File: config.mk
export PLATFORM = sky130hd
export DESIGN_NAME = uart_tx_buffered
export DESIGN_NICKNAME = d
export VERILOG_FILES = /design/src/rtl/uart_pkg.sv /design/src/rtl/uart_tx_fifo.sv /design/src/rtl/uart_tx_buffered.sv
export SDC_FILE = /design/constraint.sdc
export NUM_CORES = 1
export LEC_CHECK = 0
export CAP_MARGIN = 20
export CORE_MARGIN = 5
export CORE_UTILIZATION = 35
export DETAILED_ROUTE_END_ITERATION = 8
export DONT_BUFFER_PORTS = 1
export PLACE_DENSITY = 0.57
export SLEW_MARGIN = 20
export SYNTH_ARGS = -nofsm -noshare
export SYNTH_HDL_FRONTEND = slang
export SYNTH_HIERARCHICAL = 1
export SYNTH_SLANG_ARGS = --single-unit
export TNS_END_PERCENT = 5
File: constraint.sdc
create_clock -name i_Clock -period 4.69 [get_ports i_Clock]
set_input_delay 0.938 -clock i_Clock [delete_from_list [all_inputs] [get_ports i_Clock]]
set_output_delay 0.938 -clock i_Clock [all_outputs]
set_load 0.01 [all_outputs]
File: src/rtl/uart_pkg.sv
// Definitions shared by the UART transmitter and receiver: FSM encoding and frame constants.
// Optional even-parity bit in the transmitter is enabled by defining UART_TX_PARITY_EN.
package uart_pkg;

    localparam int   CLKS_PER_BIT_DEFAULT = 104;  // 12 MHz / 115200 baud
    localparam int   DATA_BITS            = 8;
    localparam logic START_BIT            = 1'b0;
    localparam logic STOP_BIT             = 1'b1;

    typedef enum logic [2:0] {
        IDLE   = 3'd0,
        START  = 3'd1,
        DATA   = 3'd2,
`ifdef UART_TX_PARITY_EN
        PARITY = 3'd3,
`endif
        STOP   = 3'd4
    } uart_state_e;

    function automatic logic even_parity(input logic [DATA_BITS-1:0] data);
        return ^data;
    endfunction

endpackage

File: src/rtl/uart_tx_fifo.sv
// Byte buffer for the UART transmitter: synchronous push/pop, full/empty derived from
// extended read/write pointers; also reports the full flag the pointers will have next cycle.
module uart_tx_fifo #(
    parameter int DEPTH = 4,
    parameter int WIDTH = 8
) (
    input  logic             i_Clock,
    input  logic             i_Rst_n,
    input  logic             i_push,
    input  logic [WIDTH-1:0] i_push_data,
    input  logic             i_pop,
    output logic [WIDTH-1:0] o_pop_data,
    output logic             o_full,
    output logic             o_empty,
    output logic             o_full_nxt
);

    localparam int AW = $clog2(DEPTH);

    logic [AW:0]      wr_ptr_q, wr_ptr_d;
    logic [AW:0]      rd_ptr_q, rd_ptr_d;
    logic [WIDTH-1:0] mem_q [DEPTH];
    logic             push_ok;
    logic             pop_ok;

    // Extra MSB distinguishes a full buffer from an empty one when the index bits match.
    function automatic logic ptr_full(input logic [AW:0] wr, input logic [AW:0] rd);
        return (wr[AW] != rd[AW]) && (wr[AW-1:0] == rd[AW-1:0]);
    endfunction

    assign o_full     = ptr_full(wr_ptr_q, rd_ptr_q);
    assign o_empty    = (wr_ptr_q == rd_ptr_q);
    assign push_ok    = i_push && !o_full;
    assign pop_ok     = i_pop && !o_empty;
    assign o_pop_data = mem_q[rd_ptr_q[AW-1:0]];
    assign o_full_nxt = ptr_full(wr_ptr_d, rd_ptr_d);

    always_comb begin
        // NOTE: every always_comb output gets a default first, so no path can infer a latch.
        wr_ptr_d = wr_ptr_q;
        rd_ptr_d = rd_ptr_q;
        if (push_ok) begin
            wr_ptr_d = wr_ptr_q + 1'b1;
        end
        if (pop_ok) begin
            rd_ptr_d = rd_ptr_q + 1'b1;
        end
    end

    always_ff @(posedge i_Clock or negedge i_Rst_n) begin
        // NOTE: sequential state uses non-blocking assignment so all flops update together.
        if (!i_Rst_n) begin
            wr_ptr_q <= '0;
            rd_ptr_q <= '0;
        end else begin
            wr_ptr_q <= wr_ptr_d;
            rd_ptr_q <= rd_ptr_d;
        end
    end

    // NOTE: storage is not reset; the pointers alone define which entries are valid.
    always_ff @(posedge i_Clock) begin
        if (push_ok) begin
            mem_q[wr_ptr_q[AW-1:0]] <= i_push_data;
        end
    end

endmodule

File: src/rtl/uart_tx_buffered.sv
// UART transmitter (8N1, LSB first) fed by a small byte FIFO; frames go out back-to-back.
// Define UART_TX_PARITY_EN to insert an even-parity bit between data bit 7 and stop.
module uart_tx_buffered
    import uart_pkg::*;
#(
    parameter int CLKS_PER_BIT = CLKS_PER_BIT_DEFAULT,
    parameter int FIFO_DEPTH   = 4
) (
    input  logic       i_Clock,
    input  logic       i_Rst_n,
    input  logic       i_Tx_DV,
    input  logic [7:0] i_Tx_Byte,
    output logic       o_Tx_Ready,
    output logic       o_Tx_Serial,
    output logic       o_Tx_Active,
    output logic       o_Tx_Done
);

    localparam int                CNT_W    = $clog2(CLKS_PER_BIT);
    localparam logic [CNT_W-1:0]  CNT_LAST = CNT_W'(CLKS_PER_BIT - 1);
    localparam logic [2:0]        IDX_LAST = 3'(DATA_BITS - 1);

    uart_state_e          state_q, state_d;
    logic [CNT_W-1:0]     cnt_q, cnt_d;
    logic [2:0]           idx_q, idx_d;
    logic [DATA_BITS-1:0] shift_q, shift_d;
    logic                 serial_q, serial_d;
    logic                 active_q, active_d;
    logic                 done_q, done_d;
    logic                 ready_q, ready_d;

    logic                 bit_end;
    logic                 fifo_push;
    logic                 fifo_pop;
    logic [7:0]           fifo_rd_data;
    logic                 fifo_full;
    logic                 fifo_empty;
    logic                 fifo_full_nxt;

    assign fifo_push = i_Tx_DV && ready_q && !fifo_full;
    assign bit_end   = (cnt_q == CNT_LAST);

    uart_tx_fifo #(
        .DEPTH (FIFO_DEPTH),
        .WIDTH (8)
    ) u_fifo (
        .i_Clock     (i_Clock),
        .i_Rst_n     (i_Rst_n),
        .i_push      (fifo_push),
        .i_push_data (i_Tx_Byte),
        .i_pop       (fifo_pop),
        .o_pop_data  (fifo_rd_data),
        .o_full      (fifo_full),
        .o_empty     (fifo_empty),
        .o_full_nxt  (fifo_full_nxt)
    );

    // Next-state logic; outputs are derived from the next state so the registers line up with it.
    always_comb begin
        state_d  = state_q;
        cnt_d    = cnt_q;
        idx_d    = idx_q;
        shift_d  = shift_q;
        fifo_pop = 1'b0;

        unique case (state_q)
            IDLE: begin
                if (!fifo_empty) begin
                    fifo_pop = 1'b1;
                    state_d  = START;
                    cnt_d    = '0;
                end
            end
            START: begin
                cnt_d = bit_end ? '0 : cnt_q + 1'b1;
                if (bit_end) begin
                    state_d = DATA;
                end
            end
            DATA: begin
                cnt_d = bit_end ? '0 : cnt_q + 1'b1;
                if (bit_end) begin
                    // Rotate rather than shift: after eight bits the byte is intact again for parity.
                    idx_d   = idx_q + 1'b1;
                    shift_d = {shift_q[0], shift_q[DATA_BITS-1:1]};
                    if (idx_q == IDX_LAST) begin
`ifdef UART_TX_PARITY_EN
                        state_d = PARITY;
`else
                        state_d = STOP;
`endif
                    end
                end
            end
`ifdef UART_TX_PARITY_EN
            PARITY: begin
                cnt_d = bit_end ? '0 : cnt_q + 1'b1;
                if (bit_end) begin
                    state_d = STOP;
                end
            end
`endif
            STOP: begin
                cnt_d = bit_end ? '0 : cnt_q + 1'b1;
                if (bit_end) begin
                    if (!fifo_empty) begin
                        fifo_pop = 1'b1;
                        state_d  = START;
                    end else begin
                        state_d  = IDLE;
                    end
                end
            end
            default: begin
                state_d = IDLE;
                cnt_d   = '0;
                idx_d   = '0;
            end
        endcase

        if (fifo_pop) begin
            shift_d = fifo_rd_data;
        end

        case (state_d)
            START:   serial_d = START_BIT;
            DATA:    serial_d = shift_d[0];
`ifdef UART_TX_PARITY_EN
            PARITY:  serial_d = even_parity(shift_d);
`endif
            default: serial_d = STOP_BIT;  // idle line and stop bit are both mark level
        endcase

        active_d = (state_d != IDLE);
        done_d   = (state_d == STOP) && (cnt_d == CNT_LAST);
        // Ready reflects the pointers after this edge, so a full FIFO never takes a push.
        ready_d  = !fifo_full_nxt;
    end

    always_ff @(posedge i_Clock or negedge i_Rst_n) begin
        if (!i_Rst_n) begin
            state_q  <= IDLE;
            cnt_q    <= '0;
            idx_q    <= '0;
            shift_q  <= '0;
            serial_q <= STOP_BIT;
            active_q <= 1'b0;
            done_q   <= 1'b0;
            ready_q  <= 1'b0;
        end else begin
            state_q  <= state_d;
            cnt_q    <= cnt_d;
            idx_q    <= idx_d;
            shift_q  <= shift_d;
            serial_q <= serial_d;
            active_q <= active_d;
            done_q   <= done_d;
            ready_q  <= ready_d;
        end
    end

    assign o_Tx_Ready  = ready_q;
    assign o_Tx_Serial = serial_q;
    assign o_Tx_Active = active_q;
    assign o_Tx_Done   = done_q;

endmodule
# --- Yosys cells after proc, flatten, opt, wreduce, memory -nomap -nowiden ---
# Memory sizes are Yosys's and may differ from the RTL's.
# Index checks and enable logic that the tools add are counted.
# Widths: inputs -> output; s select.
totals:
  register_bits: 31
  latchBits: 0
  ram_bits: 32
  romBits: 0
  inputBits: 11
  output_inout_bits: 4
  wordCells: 73
  memories: 1
mem_list:
  columns: ["memory", "depth", "word_bits", "rd", "rd_ports_with_merged_regs", "wr", "line", "source"]
  rows:
  - ["u_fifo.mem_q", 4, 8, 1, 0, 1, "uart_tx_fifo.sv:22", "logic [WIDTH-1:0] mem_q [DEPTH];"]
classes:
  addsub: 4
  multipliers: 0
  div: 0
  magnitude_cmp: 0
  eq_ne: 15
  shifts: 0
  muxes: 23
  n_bitwise: 1
  reduce_logical: 18
op_table:
  columns: ["operator", "count"]
  rows:
  - ["$mux 3", 8]
  - ["$mux 8", 3]
  - ["$eq 7x7->1 const B", 2]
  - ["$mux 7", 2]
  - ["$pmux 7 s2", 1]
  - ["$pmux 3 s4", 1]
  - ["$add 3x1->3 const B", 3]
  - ["$eq 3x3->1 const B", 3]
  - ["$add 7x1->7 const B", 1]
  - ["$logic_and 1x1->1", 7]
  - ["$eq 3x1->1 const B", 2]
  - ["$eq 3x2->1 const B", 2]
  - ["$pmux 3 s2", 1]
  - ["$reduce_or 3->1", 2]
  - ["$mux 1", 5]
  - ["$eq 2x2->1", 2]
  - ["$pmux 1 s2", 2]
  - ["$reduce_and 2->1", 2]
  - ["$reduce_bool 2->1", 2]
  - ["$eq 3x3->1", 1]
  - ["$logic_not 1->1", 3]
  - ["$logic_not 3->1", 1]
  - ["$reduce_bool 3->1", 1]
  - ["$ne 1x1->1", 2]
  - ["other kinds (2)", 2]

# --- Longest topological paths before layout ---
# Gate-level depths: netlist (run 1).
logic_depth:
  depth_word: 9
  mapped_depth: 11
  ltp_nobuf: 10

# --- By module ---
# Netlist (run 1), hierarchy kept.
by_module_without_submodules:
  columns: ["mod", "n_inst", "cells_per_inst", "area_each_um2", "seq_area_each_um2"]
  rows:
  - ["uart_tx_fifo", 1, 95, 1717.9, 1111.1]
  - ["uart_tx_buffered", 1, 122, 1331.3, 626.9]

# --- Worst setup path before layout (run 1) ---
# OpenSTA, ideal clock, no wires.
synth_timing:
  kind: "register -> register"
  startpoint: "register cnt_q[3]"
  endpoint: "register ready_q (netlist: o_Tx_Ready)"
  setup_time_ns: 0.113
  t_arrival_ns: 2.336
  slack_ns: 2.241
  path_stages_with_launch: 11
  period_less_slack_ns: 2.449
  cell_sequence: "dfrtp_1 > buf_6 > or3b_4 > o21ai_4 > nor4b_4 > nand2_1 > a31oi_2 > xor2_1 > xor2_1 > and3_1 > inv_1"
synth_between:
  elab_chain_cells: 8
  elab_cells_between_ends: 9
  classes_between: "3 x eq/ne; 3 x mux; 3 x reduce/logical"
synth_rtl:
  columns: ["element", "line", "source"]
  rows:
  - ["start, declared", "uart_tx_buffered.sv:24", "logic [CNT_W-1:0] cnt_q, cnt_d;"]
  - ["start signal, assigned", "uart_tx_buffered.sv:152", "cnt_q <= cnt_d;"]
  - ["$eq 7x7->1", "uart_tx_buffered.sv:41", "assign bit_end = (cnt_q == CNT_LAST);"]
  - ["$mux 1", "uart_tx_buffered.sv:105", "if (bit_end) begin"]
  - ["$pmux 1 s2", "uart_tx_buffered.sv:66", "unique case (state_q)"]
  - ["via fifo_pop", "uart_tx_buffered.sv:34", "logic fifo_pop;"]
  - ["$logic_and 1x1->1", "uart_tx_fifo.sv:34", "assign pop_ok = i_pop && !o_empty;"]
  - ["$mux 3", "uart_tx_fifo.sv:45", "if (pop_ok) begin"]
  - ["via u_fifo.rd_ptr_d[2]", "uart_tx_fifo.sv:21", "logic [AW:0] rd_ptr_q, rd_ptr_d;"]
  - ["$ne 1x1->1", "uart_tx_fifo.sv:28", "return (wr[AW] != rd[AW]) && (wr[AW-1:0] == rd[AW-1:0]);"]
  - ["$logic_and 1x1->1", "uart_tx_fifo.sv:28", null]
  - ["via fifo_full_nxt", "uart_tx_buffered.sv:38", "logic fifo_full_nxt;"]
  - ["$logic_not 1->1", "uart_tx_buffered.sv:137", "ready_d = !fifo_full_nxt;"]
  - ["via ready_d", "uart_tx_buffered.sv:30", "logic ready_q, ready_d;"]
  - ["end signal, assigned", "uart_tx_buffered.sv:158", "ready_q <= ready_d;"]
  - ["end, declared", "uart_tx_buffered.sv:30", null]
# The timed path passes the listed nets, and every way through them passes these cells.
# A chain may end at the register's enable or synchronous reset.

# --- Final worst setup path (run 1) ---
layout_timing:
  startpoint: "register u_fifo.rd_ptr_q[0]"
  endpoint: "register ready_q (netlist: o_Tx_Ready)"
layout_between:
  elab_chain_cells: 9
  elab_cells_between_ends: 18
  classes_between: "1 x add/sub; 4 x eq/ne; 5 x mux; 8 x reduce/logical"
layout_rtl:
  columns: ["element", "line", "source"]
  rows:
  - ["start, declared", "uart_tx_fifo.sv:21", null]
  - ["start signal, assigned", "uart_tx_fifo.sv:57", "rd_ptr_q <= rd_ptr_d;"]
  - ["$eq 3x3->1 (*)", "uart_tx_fifo.sv:32", "assign o_empty = (wr_ptr_q == rd_ptr_q);"]
  - ["via fifo_empty", "uart_tx_buffered.sv:37", "logic fifo_empty;"]
  - ["$mux 1 (*)", "uart_tx_buffered.sv:68, uart_tx_buffered.sv:106", null]
  - ["$mux 1", "uart_tx_buffered.sv:105", null]
  - ["$pmux 1 s2 (*)", "uart_tx_buffered.sv:66", null]
  - ["via fifo_pop", "uart_tx_buffered.sv:34", null]
  - ["$logic_and 1x1->1 (*)", "uart_tx_fifo.sv:34", null]
  - ["$mux 3 (*)", "uart_tx_fifo.sv:45", null]
  - ["via u_fifo.rd_ptr_d[2]", "uart_tx_fifo.sv:21", null]
  - ["$ne 1x1->1 (*)", "uart_tx_fifo.sv:28", null]
  - ["$logic_and 1x1->1 (*)", "uart_tx_fifo.sv:28", null]
  - ["via fifo_full_nxt", "uart_tx_buffered.sv:38", null]
  - ["$logic_not 1->1 (*)", "uart_tx_buffered.sv:137", null]
  - ["via ready_d", "uart_tx_buffered.sv:30", null]
# The timed path passes the listed nets; every way through them passes the cells marked *.

==> flow_metrics.py, run 1 <==
metrics = {
    "yosys": {
        "synth_nets": 236,
        "ys_seq_area_share_pct": 57.0,
        "yosys_warnings": 6,
        "synth_seq_cells": 63,
        "netlist_area_um2": 3050,
        "avgSynthCellArea_um2": 14.1,
        "syn_inst": 217,
        "synth_cell_types": 55,
    },
    "outcome": {
        "status": "finished, final reports clean",
    },
    "critical_path": {
        "cp-end-kind": "flip-flop",
        "critPathRequiredTime_ns": 4.92,
        "start_kind": "flip-flop",
        "crit_fanout": 13,
        "cp_data_arrival_time_ns": 3.10,
        "rrSetupSlack_ns": 1.82,
        "ff2ff_path_depth": 9,
        "path_class": "reg -> reg",
        "r2r-start": "u_fifo/rd_ptr_q[0]",
        "reg2reg_to": "o_Tx_Ready",
    },
    "routing": {
        "first_iter_violations": 45,
        "route.detailed.drc": 0,
        "drtAntennaViolNets": 0,
        "wl_um": 5290,
        "vias": 1711,
        "via_per_inst": 5.12,
        "wl_per_cell_um": 15.8,
        "drtPass1Iterations": 4,
    },
    "timing": {
        "clock.fmax_mhz": 349,
        "postLayoutSetupSlackWorst_ns": 1.82,
        "tightestPinTransition_ns": 0.725,
        "slew_headroom_pct": 51.6,
        "whs_ns": 0.288,
        "finalSetupViolCount": 0,
        "hold_viol": 0,
        "min_period_ns": 2.87,
        "rsz0062_at_grt": "false",
        "timing.final.crit_share_pct": 61.1,
        "timing.setup.tns_ns": 0,
        "clock_skew_ns": 0.00799,
        "report.final.slew_viol_count": 0,
    },
    "place": {
        "hpwlAfterDp_um": 3690,
        "portBuffers": 0,
        "gp_congestion": 0.757,
        "dp_slack_ns": 1.79,
    },
    "grt": {
        "grt_pass1_wl_um": 8890,
        "grt_usage_pct": 11.1,
        "grt_max_degree": 32,
        "antenna_found_initial": 0,
        "gr-total-overflow": 0,
        "grt_pass1_vias": 1752,
    },
    "clocking": {
        "cts_buffers": 9,
        "clk_pin_slew_ns": 0.08,
        "htreeDepth": 3,
        "cts_tree": "yes",
        "ctsLongestPathBuffers": 2,
        "cts_hold_buf": 0,
        "clock_sinks": 63,
        "post_cts_buffers": 0,
        "cts_root_buf": "clkbuf_8",
        "ctsResizeCount": 0,
        "clock_latency_ns": 0.34,
    },
    "floorplan": {
        "die_y_um": 103,
        "ios": 15,
        "dieArea_um2": 10700,
        "initial_core_util_pct": 35.5,
        "die_w_um": 103,
        "rows": 34,
        "coreArea_um2": 8590,
    },
    "final_layout": {
        "layout_commonest_cell": "edfxtp_1",
        "layout.nets": 240,
        "layout_common_cells": "edfxtp_1 (32), dfrtp_1 (30), a22o_1 (11), nand2_1 (10), a21o_1 (10)",
        "synthToLayoutAreaGrowth_pct": 8.70,
        "drive_above_1_share_pct": 18.1,
        "num_antenna_cells": 0,
    },
    "pwr": {
        "cellPowerDensity_nw_per_um2": 405,
        "ir_worst_vdd_uv": 252,
        "p_leak_nw": 1.29,
    },
    "hold_path": {
        "hold_class": "in -> async",
    },
    "job": {
        "cap_violations": 0,
    },
}
==> cell families (layout without fill, tap and decap cells) <==
family	count (synthesis)	after routing	share of synthesized area (%)
adders and majority gates	8	8	3.28
AOI/OAI and AO/OA	50	50	12.7
DFF	63	63	57.0
muxes	10	10	7.51
and+or+nand+nor	56	56	12.1
buffers and inverters	16	25	2.83
xor gates and xnor gates	14	14	4.51
==> state kept, by name, summed over array words and instances, names as in the netlist, 3 cells and up <==
name             flops
state_q              3
u_fifo/mem_q        32
u_fifo/rd_ptr_q      3
cnt_q                7
idx_q                3
u_fifo/wr_ptr_q      3
shift_q              8
==> power by group <==
part / total, mW / switching (mW) / internal (mW)
Sequential: 0.684 / 0.0341 / 0.649
Clock: 0.426 / 0.230 / 0.197
Combinational: 0.233 / 0.135 / 0.0986
==> layer usage <==
| metal | share of wire [%] | global-route usage, % | vias up |
|---|---|---|---|
| met5 | 0 | 0 | - |
| met4 | 0.83 | 4.48 | 0 |
| met3 | 3.9 | 4.29 | 4 |
| met2 | 50 | 17.4 | 21 |
| met1 | 46 | 13.8 | 851 |
| li1 | - | - | 835 |
==> area by class of cell <==
cell class | count | area, um2
Clock buffer | 9 | 124
Clock inverter | 7 | 55.1
Fill cell | 813 | 5280
Inverter | 8 | 30.0
Multi-Input combinational cell | 138 | 1220
Sequential cell | 63 | 1740
Tap cell | 108 | 135
Timing Repair Buffer | 1 | 7.51
==> worst max-delay path, cell delays in order (launching register included) <==
cell	delay [ns]
dfrtp_1	0.70
xnor2_2	0.27
and3_2	0.29
nor4b_4	0.61
nand2_1	0.14
a31oi_2	0.19
xor2_1	0.22
xor2_1	0.15
and3_1	0.16
inv_1	0.03
==> cell usage after synthesis (all sizes together) <==
cell type | count | share of area [%]
nand2 | 10 | 1.2
ha | 8 | 3.3
o21ai | 10 | 2.1
nor4bb | 1 | 0.33
and3 | 6 | 1.3
nand2b | 3 | 0.62
o31ai | 3 | 0.90
and2 | 3 | 0.62
xnor2 | 7 | 2.3
or3 | 1 | 0.21
clkbuf | 2 | 0.25
a21oi | 7 | 1.3
or3b | 1 | 0.37
nand3 | 6 | 1.4
a21o | 11 | 2.7
xor2 | 7 | 2.3
mux2 | 2 | 0.74
dfstp | 1 | 0.86
buf | 6 | 1.6
or4b | 1 | 0.33
a31oi | 3 | 1.0
or2 | 2 | 0.41
nor3b | 1 | 0.41
a2111oi | 1 | 0.29
mux4 | 8 | 6.8
o211a | 1 | 0.33
nor4 | 2 | 0.41
inv | 8 | 0.98
a211o | 1 | 0.29
edfxtp | 32 | 32
a31o | 2 | 0.57
nor4b | 3 | 1.6
nor2 | 10 | 1.5
dfrtp | 30 | 25
nor2b | 2 | 0.49
nor3 | 4 | 1.0
a22o | 11 | 3.2
==> how the worst max path moves through the flow <==
stage	end	slack [ns]	cells past startpoint	from
after floorplan	o_Tx_Ready	2.24	10	cnt_q[3]
after detailed placement	o_Tx_Ready	1.79	9	u_fifo/rd_ptr_q[0]
after CTS	o_Tx_Ready	1.79	9	u_fifo/rd_ptr_q[0]
after global routing	o_Tx_Done	1.47	7	u_fifo/rd_ptr_q[0]
final	o_Tx_Ready	1.82	9	u_fifo/rd_ptr_q[0]
after global placement	o_Tx_Ready	1.81	9	u_fifo/rd_ptr_q[0]
==> stage by stage <==
stage	area (um2)	instances	util (%)	total power, mW
floorplan	3050	217	-	0.887
global placement	3140	318	36.5	0.929
detailed placement	3140	318	36.5	0.934
global route	3310	334	38.6	1.42
finish	3310	334	38.6	1.34
CTS	3310	334	38.6	1.37
No activity file was read; power rests on OpenSTA's default activity.
==> inputs of run 2 (changes only) <==
Clock period 4.69 ns to 2.73 ns, I/O delays scaled along.
==> flow_metrics.py, run 2 (synthesis gave the netlist of run 1 again) <==
metrics = {
    "outcome": {
        "status": "finished, final reports clean",
    },
    "job": {
        "cap_violations": 0,
    },
    "routing": {
        "top_layer_used": "met4",
        "met2_length_um": 2700,
        "vias": 1781,
        "routed-wl-met3_um": 257,
        "drtPass1Iterations": 4,
        "wl_per_cell_um": 16.3,
        "detail_route.wirelength.met1_um": 2550,
        "first_iter_violations": 42,
        "wl_um": 5610,
        "via_per_inst": 5.16,
        "drtAntennaViolNets": 0,
        "route.detailed.drc": 0,
    },
    "final_layout": {
        "fillCellCount": 811,
        "layout_common_cells": "edfxtp_1 (32), dfrtp_1 (30), a22o_1 (11), buf_4 (11)",
        "layout_commonest_cell": "edfxtp_1",
        "largest_reg_flops": 32,
        "num_antenna_cells": 0,
        "synthToLayoutAreaGrowth_pct": 12.4,
        "drive_above_1_share_pct": 21.9,
        "layout.nets": 251,
    },
    "clocking": {
        "cts_buffers": 9,
        "clock_sinks": 63,
        "clk_pin_slew_ns": 0.08,
        "cts_hold_buf": 1,
        "cts_tree": "yes",
        "ctsLongestPathBuffers": 2,
        "htreeDepth": 3,
        "post_cts_buffers": 0,
        "cts_root_buf": "clkbuf_8",
        "clock_latency_ns": 0.34,
        "ctsResizeCount": 0,
    },
    "pwr": {
        "p_switching_mw": 0.702,
        "p_leak_nw": 1.35,
        "total_power_mw": 2.45,
        "power.internal_mw": 1.75,
        "ir_worst_vdd_uv": 420,
        "cellPowerDensity_nw_per_um2": 714,
        "seq_power_share_pct": 47.5,
        "comb_power_share_pct": 19.2,
        "sw_frac_of_total_pct": 28.7,
        "clkPwrFrac_pct": 33.3,
    },
    "critical_path": {
        "path_buf_inv": 1,
        "path_class": "reg -> reg",
        "critical_path.top_delay_family": "simple AND/OR/NAND/NOR gates",
        "start_kind": "flip-flop",
        "slowest_delay_ns": 0.46,
        "cpMaxStageDelayCell": "dfrtp_1",
        "crit_path_start": "cnt_q[4]",
        "r2r-start": "cnt_q[4]",
        "crit_chain": "or3b_4, o21ai_4, nor4b_4, nand2_1, a31oi_2, xor2_1, xor2_1, and3_1, inv_1",
        "crit_path_frequent_cell": "xor2_1",
        "cp-end-kind": "flip-flop",
        "cp_data_arrival_time_ns": 2.62,
        "crit_fanout": 8,
        "critPathRequiredTime_ns": 2.97,
    },
    "hold_path": {
        "hold_class": "in -> async",
    },
    "floorplan": {
        "ios": 15,
        "coreArea_um2": 8590,
        "die_w_um": 103,
        "die_y_um": 103,
        "dieArea_um2": 10700,
        "initial_core_util_pct": 35.5,
        "rows": 34,
    },
    "timing": {
        "hold_viol": 0,
        "report.final.slew_viol_count": 0,
        "clock.fmax_mhz": 419,
        "timing.final.crit_share_pct": 87.4,
        "postLayoutSetupSlackWorst_ns": 0.344,
        "timing.setup.tns_ns": 0,
        "finalSetupViolCount": 0,
        "min_period_ns": 2.39,
        "slew_headroom_pct": 64.5,
        "tightestPinTransition_ns": 0.533,
        "clock_skew_ns": 0.0103,
        "rsz0062_at_grt": "false",
    },
    "grt": {
        "grt_pass1_vias": 1852,
        "gr-total-overflow": 0,
        "antenna_found_initial": 0,
        "grt_usage_pct": 11.6,
        "grt_pass1_wl_um": 9300,
        "grt_max_degree": 31,
    },
    "place": {
        "portBuffers": 0,
        "hpwlAfterDp_um": 3730,
        "gp_congestion": 0.706,
        "dp_slack_ns": 0.322,
    },
}
[run 2: changes by cell type in the layout (fill, tap and decap cells not counted)]
cell	delta
clkinv_4	-1
inv_6	-2
clkinvlp_4	+2
bufinv_16	+1
buf_12	+1
clkbuf_1	+1
clkinv_1	-1
buf_4	+10
[run 2: path summary, 6_finish.rpt]
path | to | slack, ns | depth (start not counted)
max reg2reg | o_Tx_Ready | 0.34 | 9
max | o_Tx_Ready | 0.34 | 9
min | idx_q[1] | 0.02 | 1
max in group asynchronous | u_fifo/wr_ptr_q[2] | 2.53 | 1
min reg2reg | shift_q[4] | 0.48 | 1
min in group i_Clock | u_fifo/mem_q[0][6] | 0.29 | 0
[run 2: worst register-to-register path, cell delays in order, from the launching register on]
cell and delay [ns]:
dfrtp_1 0.46, or3b_4 0.46, o21ai_4 0.18, nor4b_4 0.34
nand2_1 0.11, a31oi_2 0.17, xor2_1 0.23, xor2_1 0.15
and3_1 0.16, inv_1 0.03
[run 2: power by group through the flow]
| stage | registers, mW | logic, mW | clock network (mW) |
|---|---|---|---|
| 2_1_floorplan | 1.18 | 0.349 | 0 |
| 3_3_place_gp | 1.18 | 0.464 | 0 |
| 3_5_place_dp | 1.18 | 0.461 | 0 |
| 4_1_cts | 1.17 | 0.476 | 0.835 |
| 5_1_grt | 1.17 | 0.522 | 0.884 |
| 6_report | 1.16 | 0.471 | 0.814 |
[run 2: layer usage]
metal	vias up	GRT usage, %
li1	850	-
met1	889	15.1
met2	32	18.3
met3	10	3.29
met4	0	5.08
met5	-	0
[run 2: stage by stage]
stage               instances  instance area (um2)  util [%]  hold slack (ns)
global placement          328                 3210      37.4            0.252
detailed placement        328                 3210      37.4            0.252
CTS                       345                 3430      39.9           0.0143
global route              345                 3430      39.9           0.0173
floorplan                 217                 3050         -            0.250
finish                    345                 3430      39.9           0.0226
[run 2: area by class of cell]
class / instances / area, um2 / share of cell area (%)
Sequential cell: 63 / 1740 / 50.7
Multi-Input combinational cell: 138 / 1220 / 35.7
Tap cell: 108 / 135 / 3.94
Clock buffer: 10 / 128 / 3.72
Timing Repair Buffer: 12 / 103 / 2.99
Clock inverter: 6 / 70.1 / 2.04
Inverter: 8 / 30.0 / 0.876
==> inputs of run 3 (changes only) <==
Settings changed: CORE_MARGIN 5 to 2, SYNTH_HIERARCHICAL 1 to default.
==> flow_metrics.py, run 3 <==
metrics = {
    "outcome": {
        "status": "finished, final reports clean",
    },
    "critical_path": {
        "cp-end-kind": "flip-flop",
        "cpMaxStageDelayCell": "o211ai_2",
        "cp_data_arrival_time_ns": 2.51,
        "critPathRequiredTime_ns": 3.01,
        "path_class": "reg -> reg",
        "slowest_delay_ns": 0.49,
        "crit_chain": "ha_1, nand2_1, nor2_2, o211ai_2, inv_1, nor2_1, a221o_1",
        "start_kind": "flip-flop",
        "rrSetupSlack_ns": 0.50,
        "crit_fanout": 14,
    },
    "grt": {
        "grt_usage_pct": 12.7,
        "grt_max_degree": 31,
        "grt_pass1_wl_um": 8540,
        "grt_pass1_vias": 1730,
        "antenna_found_initial": 0,
        "gr-total-overflow": 0,
    },
    "floorplan": {
        "coreArea_um2": 8220,
        "rows": 33,
        "initial_core_util_pct": 35.9,
        "ios": 15,
        "die_y_um": 95.9,
        "dieArea_um2": 9190,
        "die_w_um": 95.9,
    },
    "pwr": {
        "p_leak_nw": 1.22,
        "cellPowerDensity_nw_per_um2": 746,
        "total_power_mw": 2.46,
        "ir_worst_vdd_uv": 436,
    },
    "timing": {
        "min_period_ns": 2.23,
        "hold_viol": 0,
        "whs_ns": 0.0120,
        "report.final.slew_viol_count": 0,
        "timing.final.crit_share_pct": 81.7,
        "clock_skew_ns": 0.00724,
        "rsz0062_at_grt": "false",
        "slew_headroom_pct": 61.6,
        "finalSetupViolCount": 0,
        "timing.setup.tns_ns": 0,
        "postLayoutSetupSlackWorst_ns": 0.501,
        "clock.fmax_mhz": 449,
        "tightestPinTransition_ns": 0.575,
    },
    "yosys": {
        "synth_flop_cell": "edfxtp_1",
        "synth-compound-area-share_pct": 10.9,
        "synth_commonest_cells": "edfxtp_1 (32), dfrtp_1 (30), nand2_1 (13)",
        "synth-xor-area-share_pct": 3.86,
        "synthSimpleGateAreaFrac_pct": 12.5,
        "avgSynthCellArea_um2": 13.6,
        "async_flop_share_pct": 49.2,
        "synth_seq_cells": 63,
        "syn_inst": 217,
        "synth.most_common_cell": "edfxtp_1",
        "netlist_area_um2": 2950,
        "synth_top_area_share_pct": 32.5,
        "synthAdderAreaFrac_pct": 3.39,
        "muxShareOfSynthArea_pct": 7.54,
        "synth_area_leaders": "edfxtp_1 (33%), dfrtp_1 (25%), mux4_2 (6.1%)",
        "synth_nets": 236,
        "yosys_warnings": 0,
        "synth_top_family_by_area": "simple AND/OR/NAND/NOR gates",
        "yosys.area.top_type": "edfxtp_1",
        "synth_edf_count": 32,
        "synth_cell_types": 54,
        "ys_seq_area_share_pct": 58.9,
    },
    "place": {
        "portBuffers": 0,
        "placed_area_um2": 3050,
        "dp_slack_ns": 0.506,
        "hpwlAfterDp_um": 3560,
        "dp_cells": 317,
        "gp_congestion": 0.720,
    },
    "clocking": {
        "clock_latency_ns": 0.34,
        "ctsResizeCount": 0,
        "cts_root_buf": "clkbuf_8",
        "post_cts_buffers": 0,
        "cts_buffers": 9,
        "htreeDepth": 3,
        "clk_pin_slew_ns": 0.08,
        "clock_sinks": 63,
        "cts_hold_buf": 1,
        "cts_tree": "yes",
        "ctsLongestPathBuffers": 2,
    },
    "routing": {
        "wl_per_cell_um": 15.4,
        "routed-wl-met3_um": 246,
        "via_per_inst": 5.13,
        "met2_length_um": 2530,
        "route.detailed.drc": 0,
        "detail_route.wirelength.met1_um": 2300,
        "wl_um": 5160,
        "drtPass1Iterations": 5,
        "drtAntennaViolNets": 0,
        "first_iter_violations": 52,
        "vias": 1712,
        "top_layer_used": "met4",
    },
    "final_layout": {
        "postLayoutCoreUtil_pct": 40.2,
        "largest_reg_flops": 32,
        "num_antenna_cells": 0,
        "synthToLayoutAreaGrowth_pct": 11.7,
        "fin_cells": 334,
        "layout.nets": 243,
        "sequential_cell_area_um2": 1740,
        "layout_commonest_cell": "edfxtp_1",
        "fillCellCount": 754,
        "layout_common_cells": "edfxtp_1 (32), dfrtp_1 (30), nand2_1 (13), nor2_1 (12)",
        "drive_above_1_share_pct": 18.3,
        "multi_input_area_um2": 1130,
        "final_area_um2": 3300,
    },
    "hold_path": {
        "hold_class": "in -> async",
    },
    "job": {
        "cap_violations": 0,
    },
}
[run 3: cell types whose count changed after synthesis, moves of 6 or more]
cell     change
mux4_1       -7
a21o_1       -9
mux4_2       +7
a22o_1       -9
a221o_1      +7
nor2b_1      +6
[run 3: cell type report]
class | count | share of cell area [%]
repair buffers | 5 | 1.52
clock inverters | 7 | 3.19
well taps | 105 | 3.98
clock buffers | 9 | 3.75
multi-input cells | 139 | 34.2
flip-flops and latches | 63 | 52.7
inverters | 6 | 0.683
[run 3: critical path: cells and delay by family (launching register included)]
family	cells	cell delay, ns
compound gates	2	0.70
fa+ha+maj	1	0.28
buf+inv	1	0.12
flops	1	0.42
simple gates	3	0.65
[run 3: path summary, 6_finish.rpt]
kind,start,end,depth (start not counted)
max reg2reg,cnt_q[0],shift_q[3],7
max in group asynchronous,i_Rst_n,cnt_q[1],1
min in group i_Clock,i_Tx_Byte[5],u_fifo.mem_q[1][5],0
min reg2reg,idx_q[1],idx_q[1],1
min,i_Rst_n,cnt_q[4],1
max,cnt_q[0],shift_q[3],7
[run 3: metal layers]
layer	vias up	global-route usage (%)
met4	0	4.29
met3	8	5.72
met5	-	0
met1	849	14.9
met2	25	20.9
li1	830	-
[run 3: power breakdown]
group | switching, mW | internal, mW
clock network | 0.394 | 0.526
registers | 0.0583 | 1.13
logic | 0.214 | 0.142
[run 3: cells by family (layout without fill, tap and decap cells)]
group / Yosys count / in the layout
flip-flops: 63 / 63
AND/OR/NAND/NOR: 63 / 63
AO/OA/AOI/OAI: 43 / 43
buffers and inverters: 15 / 27
XOR/XNOR: 13 / 13
multiplexers: 12 / 12
adder cells (fa/ha/maj): 8 / 8
